$ cat config.mk
export PLATFORM = sky130hd
export DESIGN_NAME = ifu_iccm_dma_arb
export DESIGN_NICKNAME = d
export VERILOG_FILES = /design/src/rtl/ifu_iccm_pkg.sv /design/src/rtl/ifu_iccm_dma_buf.sv /design/src/rtl/ifu_iccm_dma_arb.sv
export SDC_FILE = /design/constraint.sdc
export NUM_CORES = 1
export LEC_CHECK = 0
export ABC_AREA = 1
export CAP_MARGIN = 20
export CORE_AREA = 2 2 136 138
export CTS_BUF_LIST = sky130_fd_sc_hd__clkbuf_16
export CTS_CLUSTER_SIZE = 28
export DETAILED_ROUTE_END_ITERATION = 12
export DIE_AREA = 0 0 138 140
export PLACE_DENSITY_LB_ADDON = 0.15
export SLEW_MARGIN = 20
export SYNTH_ARGS = -nofsm -noshare
export SYNTH_HDL_FRONTEND = slang
export SYNTH_SLANG_ARGS = --single-unit
$ cat constraint.sdc
create_clock -name clk -period 3.4 [get_ports clk]
set_input_delay 1.02 -clock clk [delete_from_list [all_inputs] [get_ports clk]]
set_output_delay 1.02 -clock clk [all_outputs]
set_load 0.01 [all_outputs]
$ cat src/rtl/ifu_iccm_pkg.sv
// Shared types and helpers for the ICCM fetch/DMA arbiter.
package ifu_iccm_pkg;

  localparam int ICCM_WORD_BYTES = 8;
  localparam int DMA_TAG_W_MAX   = 8;

  typedef enum logic [1:0] {
    IDLE  = 2'd0,
    PEND  = 2'd1,
    FORCE = 2'd2,
    HOLD  = 2'd3
  } iccm_arb_state_t;

  // One buffered DMA request; tag is stored at its maximum width and
  // sliced down to the configured width by the user.
  typedef struct packed {
    logic                     wr;
    logic [31:0]              addr;
    logic [63:0]              wdata;
    logic [DMA_TAG_W_MAX-1:0] tag;
    logic                     err;
  } dma_req_t;

  // Access error: address outside [sadr, sadr + 2**aw) or not 8B aligned.
  // The range is evaluated on 33 bits so a window ending at 4 GiB works.
  function automatic logic iccm_dma_addr_err(input logic [31:0] addr,
                                             input logic [31:0] sadr,
                                             input int unsigned aw);
    logic [32:0] lo;
    logic [32:0] hi;
    logic [32:0] a;
    logic        misaligned;
    lo = {1'b0, sadr};
    hi = lo + (33'd1 << aw);
    a  = {1'b0, addr};
    misaligned = (addr & 32'(ICCM_WORD_BYTES - 1)) != 32'd0;
    return (a < lo) | (a >= hi) | misaligned;
  endfunction

endpackage

$ cat src/rtl/ifu_iccm_dma_buf.sv
// Single-entry DMA request buffer; classifies the request as good or
// erroneous at accept time so the grant path only reads a flag.
module ifu_iccm_dma_buf
  import ifu_iccm_pkg::*;
#(
  parameter logic [31:0] ICCM_SADR = 32'hEE000000,
  parameter int          ICCM_AW   = 16,
  parameter int          TAG_W     = 3
) (
  input  logic             clk,
  input  logic             rst,
  input  logic             i_accept,
  input  logic             i_gnt,
  input  logic             i_wr,
  input  logic [31:0]      i_addr,
  input  logic [63:0]      i_wdata,
  input  logic [TAG_W-1:0] i_tag,
  output logic             o_valid,
  output dma_req_t         o_req
);

  logic     r_valid;
  dma_req_t r_req;
  dma_req_t w_req;

  // Pack the incoming request and tag it with its error status.
  always_comb begin
    w_req       = '0;
    w_req.wr    = i_wr;
    w_req.addr  = i_addr;
    w_req.wdata = i_wdata;
    w_req.tag   = DMA_TAG_W_MAX'(i_tag);
    w_req.err   = iccm_dma_addr_err(i_addr, ICCM_SADR, ICCM_AW);
  end

  // Load on accept (a grant in the same cycle frees the old entry); drain on grant.
  always_ff @(posedge clk) begin
    if (rst) begin
      r_valid <= 1'b0;
      r_req   <= '0;
    end else if (i_accept) begin
      r_valid <= 1'b1;
      r_req   <= w_req;
    end else if (i_gnt) begin
      r_valid <= 1'b0;
    end
  end

  assign o_valid = r_valid;
  assign o_req   = r_req;

endmodule

$ cat src/rtl/ifu_iccm_dma_arb.sv
// ICCM port arbiter: fetch owns the SRAM unless a buffered DMA request is
// granted; a starving DMA request raises a fetch stall until it is served.
module ifu_iccm_dma_arb
  import ifu_iccm_pkg::*;
#(
  parameter logic [31:0] ICCM_SADR  = 32'hEE000000,
  parameter int          ICCM_AW    = 16,
  parameter int          TAG_W      = 3,
  parameter int          STARVE_MAX = 8
) (
  input  logic               clk,
  input  logic               rst,
  input  logic               ifc_fetch_req_f1,
  input  logic               ifc_iccm_access_f1,
  input  logic [31:1]        ifc_fetch_addr_f1,
  input  logic               ifc_dma_access_ok,
  input  logic               dma_iccm_req,
  input  logic               dma_iccm_wr,
  input  logic [31:0]        dma_iccm_addr,
  input  logic [63:0]        dma_iccm_wdata,
  input  logic [TAG_W-1:0]   dma_iccm_tag,
  output logic               dma_iccm_ready,
  output logic               dma_iccm_stall_any,
  output logic               iccm_rden,
  output logic               iccm_wren,
  output logic [ICCM_AW-4:0] iccm_addr,
  output logic [63:0]        iccm_wdata,
  input  logic [63:0]        iccm_rd_data,
  output logic               dma_iccm_rvalid,
  output logic [TAG_W-1:0]   dma_iccm_rtag,
  output logic [63:0]        dma_iccm_rdata,
  output logic               dma_iccm_err
);

  localparam logic [3:0] CNT_LAST = 4'(STARVE_MAX - 1);

  iccm_arb_state_t r_state;
  logic [3:0]      r_cnt;
  logic            r_stall;
  logic            r_rvalid;
  logic            r_rerr;
  logic [TAG_W-1:0] r_rtag;

  logic     w_buf_valid;
  dma_req_t w_buf;
  logic     w_gnt;
  logic     w_accept;
  logic     w_rsp;
  logic     w_unused_ok;

  assign w_gnt          = w_buf_valid & ifc_dma_access_ok & (r_state != IDLE);
  assign dma_iccm_ready = ~w_buf_valid | w_gnt;
  assign w_accept       = dma_iccm_req & dma_iccm_ready;
  // Reads and erroneous requests (reads or writes) produce a response.
  assign w_rsp          = w_gnt & (w_buf.err | ~w_buf.wr);

  ifu_iccm_dma_buf #(
    .ICCM_SADR (ICCM_SADR),
    .ICCM_AW   (ICCM_AW),
    .TAG_W     (TAG_W)
  ) u_buf (
    .clk      (clk),
    .rst      (rst),
    .i_accept (w_accept),
    .i_gnt    (w_gnt),
    .i_wr     (dma_iccm_wr),
    .i_addr   (dma_iccm_addr),
    .i_wdata  (dma_iccm_wdata),
    .i_tag    (dma_iccm_tag),
    .o_valid  (w_buf_valid),
    .o_req    (w_buf)
  );

  // SRAM port mux: a DMA grant takes the port; an erroneous entry never touches the array.
  always_comb begin
    iccm_rden  = ifc_fetch_req_f1 & ifc_iccm_access_f1;
    iccm_wren  = 1'b0;
    iccm_addr  = ifc_fetch_addr_f1[ICCM_AW-1:3];
    iccm_wdata = 64'd0;
    if (w_gnt) begin
      iccm_rden  = ~w_buf.err & ~w_buf.wr;
      iccm_wren  = ~w_buf.err & w_buf.wr;
      iccm_addr  = w_buf.addr[ICCM_AW-1:3];
      iccm_wdata = w_buf.wdata;
    end else begin
      iccm_wren  = 1'b0;
    end
  end

  // Starvation FSM with saturating wait counter and registered stall request.
  always_ff @(posedge clk) begin
    if (rst) begin
      r_state <= IDLE;
      r_cnt   <= 4'd0;
      r_stall <= 1'b0;
    end else begin
      case (r_state)
        IDLE: begin
          r_cnt   <= 4'd0;
          r_stall <= 1'b0;
          if (w_accept) begin
            r_state <= PEND;
          end
        end
        PEND: begin
          if (w_gnt) begin
            r_state <= w_accept ? PEND : IDLE;
            r_cnt   <= 4'd0;
            r_stall <= 1'b0;
          end else if (r_cnt == CNT_LAST) begin
            r_state <= FORCE;
            r_stall <= 1'b1;
          end else begin
            r_cnt   <= r_cnt + 4'd1;
          end
        end
        FORCE, HOLD: begin
          if (w_gnt) begin
            r_state <= w_accept ? PEND : IDLE;
            r_cnt   <= 4'd0;
            r_stall <= 1'b0;
          end else begin
            r_state <= HOLD;
            r_stall <= 1'b1;
          end
        end
        default: begin
          r_state <= IDLE;
          r_cnt   <= 4'd0;
          r_stall <= 1'b0;
        end
      endcase
    end
  end

  // Response stage: one cycle after the grant, aligned with SRAM read data.
  always_ff @(posedge clk) begin
    if (rst) begin
      r_rvalid <= 1'b0;
      r_rerr   <= 1'b0;
      r_rtag   <= '0;
    end else begin
      r_rvalid <= w_rsp;
      r_rerr   <= w_rsp & w_buf.err;
      r_rtag   <= w_rsp ? w_buf.tag[TAG_W-1:0] : '0;
    end
  end

  assign dma_iccm_stall_any = r_stall;
  assign dma_iccm_rvalid    = r_rvalid;
  assign dma_iccm_err       = r_rerr;
  assign dma_iccm_rtag      = r_rtag;
  assign dma_iccm_rdata     = (r_rvalid & ~r_rerr) ? iccm_rd_data : 64'd0;

  // Address bits outside the word index and spare tag bits are intentionally unused.
  assign w_unused_ok = ^{w_buf.addr, w_buf.tag};

endmodule

# After elaboration in Yosys (flattened, before gate mapping)
# Cells that the tools add are included.
# word_totals
ff_bits	98
latchBits	0
ramBits	0
rom_bits	0
in_bits	201
out_inout_bits	150
wordCells	70
n_memories	0
# op_classes
addsub	1
mul	0
div	0
n_lt_le_gt_ge	2
n_eq_ne	8
shift	0
mux	21
bitwise	18
reduce_logical	8
# op_table
op	n
$mux W64	2
$ge A32 B32 Y1 const B	1
$lt A32 B32 Y1 const B	1
$reduce_bool A32 Y1	1
$mux W13	1
$mux W4	3
$pmux W4 S3	1
$and A1 B1 Y1	9
$mux W1	8
$mux W2	4
$ne A3 B3 Y1 const B	2
$pmux W2 S3	1
$not A1 Y1	5
$add A4 B1 Y4 const B	1
$eq A2 B2 Y1 const B	2
$eq A4 B3 Y1 const B	1
$ne A2 B2 Y1 const B	2
$or A1 B1 Y1	4
$reduce_and A2 Y1	2
$reduce_bool A2 Y1	2
$reduce_or A2 Y1	2
$pmux W1 S3	1
$eq A2 B1 Y1 const B	1
$logic_not A2 Y1	1

# Depth between registers and ports, before layout
# Gate-level depths: netlist of the first run.
# depth
word_depth	7
ltp_mapped	8
depth_no_buf	8

# Modules after synthesis
# Synthesis of the first run repeated with hierarchy kept, for this count alone.
# hier_totals
hier_cells	864
hier_area_um2	5800.6
# by_module_without_submodules
module	n_inst	cells_each	area_per_inst_um2	seq_area_each_um2
ifu_iccm_dma_buf	1	465	3636.0	2042.0
ifu_iccm_dma_arb	1	399	2164.6	240.2

# Worst setup path after synthesis of the first run
# No wires, ideal clock.
# synth_path
kind	in2out
start	input port ifc_dma_access_ok
end	output port iccm_rden
arrival_ps	1897
required_ps	2380
setup_slack_ps	483
path_stages	6
n_path_buf	2
path_cell_list	nand2_2 > inv_2 > nand2_2 > buf_2 > buf_2 > o31ai_1
# synth_between
elab_chain_cells	3
# synth_lines
element	line_no	rtl
start: declaration	ifu_iccm_dma_arb.sv:16	input logic ifc_dma_access_ok,
$and A1 B1 Y1 (2 in a row)	ifu_iccm_dma_arb.sv:51	assign w_gnt = w_buf_valid & ifc_dma_access_ok & (r_state != IDLE);
$mux W1	ifu_iccm_dma_arb.sv:80	if (w_gnt) begin
end: declaration	ifu_iccm_dma_arb.sv:24	output logic iccm_rden,
# Every way passes these cells.

# Worst setup path in the final report of the first run
# layout_path
start	input port iccm_rd_data[2]
end	output port dma_iccm_rdata[2]
# layout_between
elab_chain_cells	1
# layout_lines
element	line_no	rtl
start: declaration	ifu_iccm_dma_arb.sv:28	input logic [63:0] iccm_rd_data,
$mux W64	ifu_iccm_dma_arb.sv:153	assign dma_iccm_rdata = (r_rvalid & ~r_rerr) ? iccm_rd_data : 64'd0;
end: declaration	ifu_iccm_dma_arb.sv:31	output logic [63:0] dma_iccm_rdata,
# Every way passes these cells.

==> summary.txt, run 1 <==
Die
  • # IOs: 351
  • Die area: 19300 sq um
  • Die H: 140 um
  • DIE WIDTH: 138 um
  • Area of the core: 17800 sq um
  • Cell Rows: 49
  • Starting density of the core: 26.4%

Cells and area
  • Layout overhead on the synthesized area: 82.5%
  • Seq. cell area: 1900 sq um
  • Net count, final: 1302
  • Filler cells: 1880
  • Fraction of layout cells with a size suffix above 1: 5.16%
  • Most frequent cells in the layout: 317 x nor2_1, 251 x clkdlybuf4s50_1, 149 x inv_1
  • Multi-input logic area: 2030 sq um
  • Design Area, Final: 8570 sq um
  • Commonest non-fill, non-tap cell in the layout: nor2_1
  • Non-filler instance count after layout: 1339

Drt
  • Drt initial violations: 196
  • DR WL/cell: 13.3 um
  • Routed Wire Length: 17900 um
  • Via density: 4.13
  • DR DRC count: 0
  • Pre-antenna DRT Iters: 4
  • Routed Antenna Nets: 0
  • Vias: 5525

STA
  • Slew @ Worst Pin: 0.386 ns
  • Final Setup Violations: 0
  • Rel. slew slack: 74.3%
  • Max Clock Freq: 307 MHz
  • Max-slew violations: 0
  • Worst setup margin: 0.142 ns
  • Final Cycle Share: 95.8%
  • RSZ-0062 raised after global routing: no
  • Clock Skew: 0.00820 ns
  • Fin crit period: 3.26 ns
  • Final Hold Fails: 0

Power and ir drop
  • Total power: 2.91 mW
  • Lkg Pwr: 4.06 nW
  • Pwr Density: 340 nW/um^2
  • VDD IR max: 0.208 mV

GRT
  • Largest net degree at the start of global routing: 52
  • GRT overflow: 0
  • Initial antenna violation count: 4
  • Total track usage: 18.0%
  • First-pass GRT wire length: 27300 um
  • Number of global-route vias before repair: 5066

Setup path
  • CP Class: input port to output pin
  • Slowest CP cell: clkdlybuf4s50_1
  • Crit-path max cell delay: 0.57 ns
  • Crit path required time: 2.38 ns
  • Crit-path cells: clkdlybuf4s50_1, inv_1, nor2_1, clkdlybuf4s50_1
  • Crit. End Element: output pin
  • Setup crit start kind: input port
  • Crit-path max FO: 1
  • Most frequent CP cell: clkdlybuf4s50_1
  • Critical Path AT: 2.24 ns
  • Worst R2R Path Depth: 10

Clocking
  • Max clock buf depth: 2
  • CTS tree: done
  • CTS root buf: clkbuf_16
  • Hold bufs inserted after CTS: 0
  • Clock sink total: 95
  • TritonCTS Buffers: 9
  • CTS clk-pin slew, worst paths: 0.07 ns
  • Clk Latency, worst-skew pair: 0.35 ns
  • H-tree Lvls: 3

Logic synthesis
  • Synthesized flop and latch total: 95
  • Cells after Synth: 777
  • Syn_area_per_cell: 6.05 sq um
  • YS warnings: 0
  • Sequential-to-total area share from yosys stat: 40.5%
  • Post-synthesis cell type count: 21
  • Synth Cell Area: 4700 sq um
  • Synth Net Count: 979

Place
  • I/O Buffers: 332
  • Placed insts: 1315
  • HPWL after DPL: 13800 um
  • DP Area: 8300 sq um
  • Pre-CTS setup slack: -0.304 ns
  • Gp weighted congestion: 0.846

Hold path
  • Worst hold path depth: 2
  • Worst Hold Class: flop to flop

Run
  • Max_cap viols: 0

Run status
  • Status: completed
## cell families after synthesis
family                   synth area share [%]
AND/OR/NAND/NOR                          32.2
XOR/XNOR                                0.186
buffers and inverters                    16.8
AO/OA/AOI/OAI                            10.1
flip-flops                               40.5
adder cells (fa/ha/maj)                 0.266
## metrics by stage
step / hold WS, ns / util, % / TNS (ns)
after floorplan: 0.409 / - / 0
after global placement: 0.413 / 46.7 / -20.49
after detailed placement: 0.419 / 46.7 / -20.04
after CTS: 0.430 / 48.2 / 0
after global routing: 0.439 / 48.2 / 0
final: 0.427 / 48.2 / 0
## Yosys cell counts
cell type,n,area (sq um)
a21oi_1,7,35.0
a21oi_4,1,16.3
buf_1,4,15.0
buf_2,3,15.0
buf_6,8,90.1
clkbuf_1,27,101
dfxtp_1,95,1900
ha_1,1,12.5
inv_1,150,563
inv_2,1,3.75
nand2_1,61,229
nand2_2,3,18.8
nand3_1,10,50.1
nand4_1,2,12.5
nor2_1,317,1190
nor3_1,1,5.00
o211ai_1,1,7.51
o21ai_0,82,410
o31ai_1,1,7.51
or2_2,1,6.26
xor2_1,1,8.76
## critical path: cells and delay by family
family | cells | cell delay, ns
buffers and inverters | 3 | 1.05
AND/OR/NAND/NOR | 1 | 0.17
## cell type report
cell class / count / share of cell area [%]
antenna: 5 / 0.146
clock buffer: 9 / 2.63
clock inverter: 7 / 0.555
inverter: 151 / 6.67
multi-input combinational: 489 / 23.6
sequential: 95 / 22.2
tap: 229 / 3.34
timing repair buffer: 354 / 40.9
## final timing paths
check,startpoint,end,slack [ns]
worst max-delay path,iccm_rd_data[2],dma_iccm_rdata[2],0.14
worst min-delay path,u_buf.o_req[1]$_SDFFE_PP0P_,dma_iccm_rtag[0]$_SDFF_PP0_,0.43
worst max register to register,r_state[1]$_SDFFE_PP0P_,u_buf.o_req[34]$_SDFFE_PP0P_,1.49
worst min register to register,u_buf.o_req[1]$_SDFFE_PP0P_,dma_iccm_rtag[0]$_SDFF_PP0_,0.43
## flip-flops by register name (all words and copies together) (netlist names)
| name | cells |
|---|---|
| r_state | 2 |
| u_buf.o_valid | 1 |
| u_buf.o_req | 82 |
| r_cnt | 4 |
| dma_iccm_rvalid | 1 |
| dma_iccm_stall_any | 1 |
| dma_iccm_rtag | 3 |
| dma_iccm_err | 1 |
## power by group
part | internal, mW | switching (mW) | leakage (nW)
logic | 0.389 | 0.323 | 3.13
registers | 1.21 | 0.0473 | 0.786
clock network | 0.499 | 0.448 | 0.139
total | 2.09 | 0.818 | 4.06
## what timing repair did
action	CTS	global route
resized for setup	124	0
endpoints found under the setup margin	80	0
buffers inserted	1	0
## metal layers
layer  part of all wire, %  GRT usage, %
met3                   8.0          5.78
met2                    52          33.6
met1                    38          18.4
met4                   2.4          7.63
met5                     0             0
Note: power is estimated with default switching activity, not from simulation.
==> run 2, diff against run 1 <==
Clock period 3.4 ns to 2.6 ns, I/O delays scaled along.
==> summary.txt, run 2 (synthesized netlist as in run 1, its figures left out) <==
Setup path
  • Worst R2R Path Depth: 11 (was 10)
  • Crit path required time: 1.82 ns (was 2.38 ns)
  • CP delay by family, top: buffers and inverters (unchanged)
  • Critical Path AT: 1.78 ns (was 2.24 ns)
  • Crit-path cells: buf_2, nand2_2, inv_4, nand2_8, buf_12, buf_12, buf_4, nand2_1, nand2_1, buf_2 (was clkdlybuf4s50_1, inv_1, nor2_1, clkdlybuf4s50_1)
  • Crit-path max FO: 8 (was 1)
  • Crit path depth: 10 (was 4)
  • WP buf/inv: 6 (was 3)
  • Slowest CP cell: buf_12 (was clkdlybuf4s50_1)
  • CP Class: input port to output pin (unchanged)
  • Crit. End Element: output pin (unchanged)
  • Crit-path max cell delay: 0.14 ns (was 0.57 ns)
  • Setup crit start kind: input port (unchanged)

Die
  • DIE WIDTH: 138 um (unchanged)
  • Cell Rows: 49 (unchanged)
  • # IOs: 351 (unchanged)
  • Area of the core: 17800 sq um (unchanged)
  • Starting density of the core: 26.4% (unchanged)
  • Die area: 19300 sq um (unchanged)
  • Die H: 140 um (unchanged)

Power and ir drop
  • Sequential Power Share: 40.9% (was 43.1%)
  • Psw: 1.12 mW (was 818 uW)
  • Switch share: 27.9% (was 28.1%)
  • Int Power: 2.89 mW (was 2.09 mW)
  • Total power: 4.01 mW (was 2.91 mW)
  • Pwr Density: 456 nW/um^2 (was 340 nW/um^2)
  • Gate power share: 25.6% (was 24.4%)
  • Lkg Pwr: 4.38 nW (was 4.06 nW)
  • VDD IR max: 0.253 mV (was 0.208 mV)
  • Power share of the clock group: 33.5% (was 32.5%)

STA
  • Max Clock Freq: 391 MHz
  • Final Hold Fails: 0 (unchanged)
  • Max-slew violations: 0 (unchanged)
  • Slew @ Worst Pin: 0.300 ns (was 0.386 ns)
  • Final Cycle Share: 98.4%
  • TNS Setup: 0 ns (unchanged)
  • RSZ-0062 raised after global routing: yes (was no)
  • Clock Skew: 0.00729 ns (was 0.00820 ns)
  • Final Setup Violations: 0 (unchanged)
  • Rel. slew slack: 80.0% (was 74.3%)
  • Worst setup margin: 0.0420 ns (was 0.142 ns)
  • Fin crit period: 2.56 ns

Clocking
  • H-tree Lvls: 3 (unchanged)
  • CTS tree: done (unchanged)
  • Hold bufs inserted after CTS: 0 (unchanged)
  • CTS clk-pin slew, worst paths: 0.07 ns (about the same)
  • Clk Latency, worst-skew pair: 0.35 ns (about the same)
  • CTS root buf: clkbuf_16 (unchanged)
  • Clock sink total: 95 (unchanged)
  • TritonCTS Buffers: 9 (unchanged)
  • Max clock buf depth: 2 (unchanged)

Cells and area
  • Layout overhead on the synthesized area: 86.9% (was 82.5%)
  • Net count, final: 1319 (was 1302)
  • Number of flip-flops in the largest register: 82 (unchanged)
  • Filler cells: 1877 (was 1880)
  • Commonest non-fill, non-tap cell in the layout: nor2_1 (unchanged)
  • Design Area, Final: 8780 sq um (was 8570 sq um)
  • Fraction of layout cells with a size suffix above 1: 9.98% (was 5.16%)
  • Most frequent cells in the layout: 315 x nor2_1, 187 x clkdlybuf4s50_1, 148 x inv_1 (was 317 x nor2_1, 251 x clkdlybuf4s50_1, 149 x inv_1)

GRT
  • Total track usage: 19.0% (was 18.0%)
  • First-pass GRT wire length: 29000 um (was 27300 um)
  • Initial antenna violation count: 6 (was 4)
  • GRT overflow: 0 (unchanged)
  • Number of global-route vias before repair: 5426 (was 5066)
  • Largest net degree at the start of global routing: 65 (was 52)

Drt
  • DR WL/cell: 13.6 um (was 13.3 um)
  • Vias: 5621 (was 5525)
  • Routed Wire Length: 18400 um (was 17900 um)
  • Routed Antenna Nets: 0 (unchanged)
  • DR DRC count: 0 (unchanged)
  • Pre-antenna DRT Iters: 6 (was 4)
  • Via density: 4.15 (was 4.13)
  • Drt initial violations: 187 (was 196)

Place
  • Pre-CTS setup slack: -0.620 ns (was -0.304 ns)
  • I/O Buffers: 332 (unchanged)
  • HPWL after DPL: 14000 um (was 13800 um)
  • Gp weighted congestion: 0.798 (was 0.846)
  • DP Area: 8420 sq um (was 8300 sq um)

Hold path
  • Worst hold path depth: 2 (unchanged)
  • Worst Hold Class: flop to flop (unchanged)

Run status
  • Status: completed (unchanged)

Run
  • Max_cap viols: 0 (unchanged)
[run 2: cell types whose count changed in the layout (fill, tap and decap cells not counted), moves of 2 or more]
cell | previous run | this run
buf_12 | 4 | 17
buf_16 | 2 | 5
buf_2 | 7 | 37
clkdlybuf4s15_1 | 3 | 17
clkdlybuf4s15_2 | 5 | 8
clkdlybuf4s50_1 | 251 | 187
dlygate4sd2_1 | 66 | 82
nor2_1 | 317 | 315
nor2_2 | 0 | 2
[run 2: worst register-to-register path: stages (launching register included)]
cell and delay (ns):
dfxtp_1 0.36, nand2_2 0.09, inv_4 0.10, buf_12 0.11
nand2_8 0.09, buf_16 0.15, buf_4 0.13, a21oi_4 0.19
buf_12 0.16, buf_4 0.16, nor2_1 0.04, nor2_1 0.10
[run 2: cell type report]
type                            count  area, sq um  area share (%)
Clock inverter                      7         70.1           0.798
Timing Repair Buffer              370         3650            41.6
Tap cell                          229          287            3.26
Antenna cell                        5         12.5           0.142
Clock buffer                        9          225            2.56
Inverter                          151          574            6.54
Multi-Input combinational cell    490         2060            23.4
Sequential cell                    95         1900            21.7
[run 2: power groups by stage]
| stage | sequential, mW | clock (mW) | combinational (mW) |
|---|---|---|---|
| 5_1_grt | 1.66 | 1.45 | 1.14 |
| 3_5_place_dp | 1.67 | 0 | 0.977 |
| 6_report | 1.64 | 1.34 | 1.03 |
| 2_1_floorplan | 1.66 | 0 | 0.429 |
| 4_1_cts | 1.64 | 1.39 | 1.03 |
| 3_3_place_gp | 1.67 | 0 | 0.972 |
[run 2: path summary, 6_finish.rpt]
| path | slack, ns | from | to |
|---|---|---|---|
| max | 0.04 | ifc_dma_access_ok | iccm_addr[10] |
| min | 0.42 | u_buf.o_req[3]$_SDFFE_PP0P_ | dma_iccm_rtag[2]$_SDFF_PP0_ |
| max reg2reg | 0.85 | u_buf.o_valid$_SDFFE_PP0P_ | u_buf.o_req[83]$_SDFFE_PP0P_ |
| min reg2reg | 0.42 | u_buf.o_req[3]$_SDFFE_PP0P_ | dma_iccm_rtag[2]$_SDFF_PP0_ |
[run 2: timing repair]
action                                  in CTS  in global routing
pin swaps                                    1                  2
gates cloned                                 6                  0
endpoints found under the hold margin        0                  0
resized for setup                          307                  6
endpoints found under the setup margin     144                 36
setup buffers                               12                  0
[run 2: metal layers]
metal | vias to the layer above | track usage, % | routed length [um]
met5 | - | 0 | 0
li1 | 2955 | - | -
met2 | 202 | 35.4 | 9430
met1 | 2437 | 19.3 | 6860
met3 | 27 | 6.80 | 1550
met4 | 0 | 7.41 | 581
[run 2: metrics by stage]
| step | hold slack, ns | instances | util [%] |
|---|---|---|---|
| 2_1_floorplan | 0.409 | 777 | - |
| 3_3_place_gp | 0.412 | 1318 | 47.4 |
| 3_5_place_dp | 0.416 | 1318 | 47.4 |
| 4_1_cts | 0.427 | 1351 | 49.3 |
| 5_1_grt | 0.459 | 1355 | 49.4 |
| 6_report | 0.423 | 1356 | 49.4 |
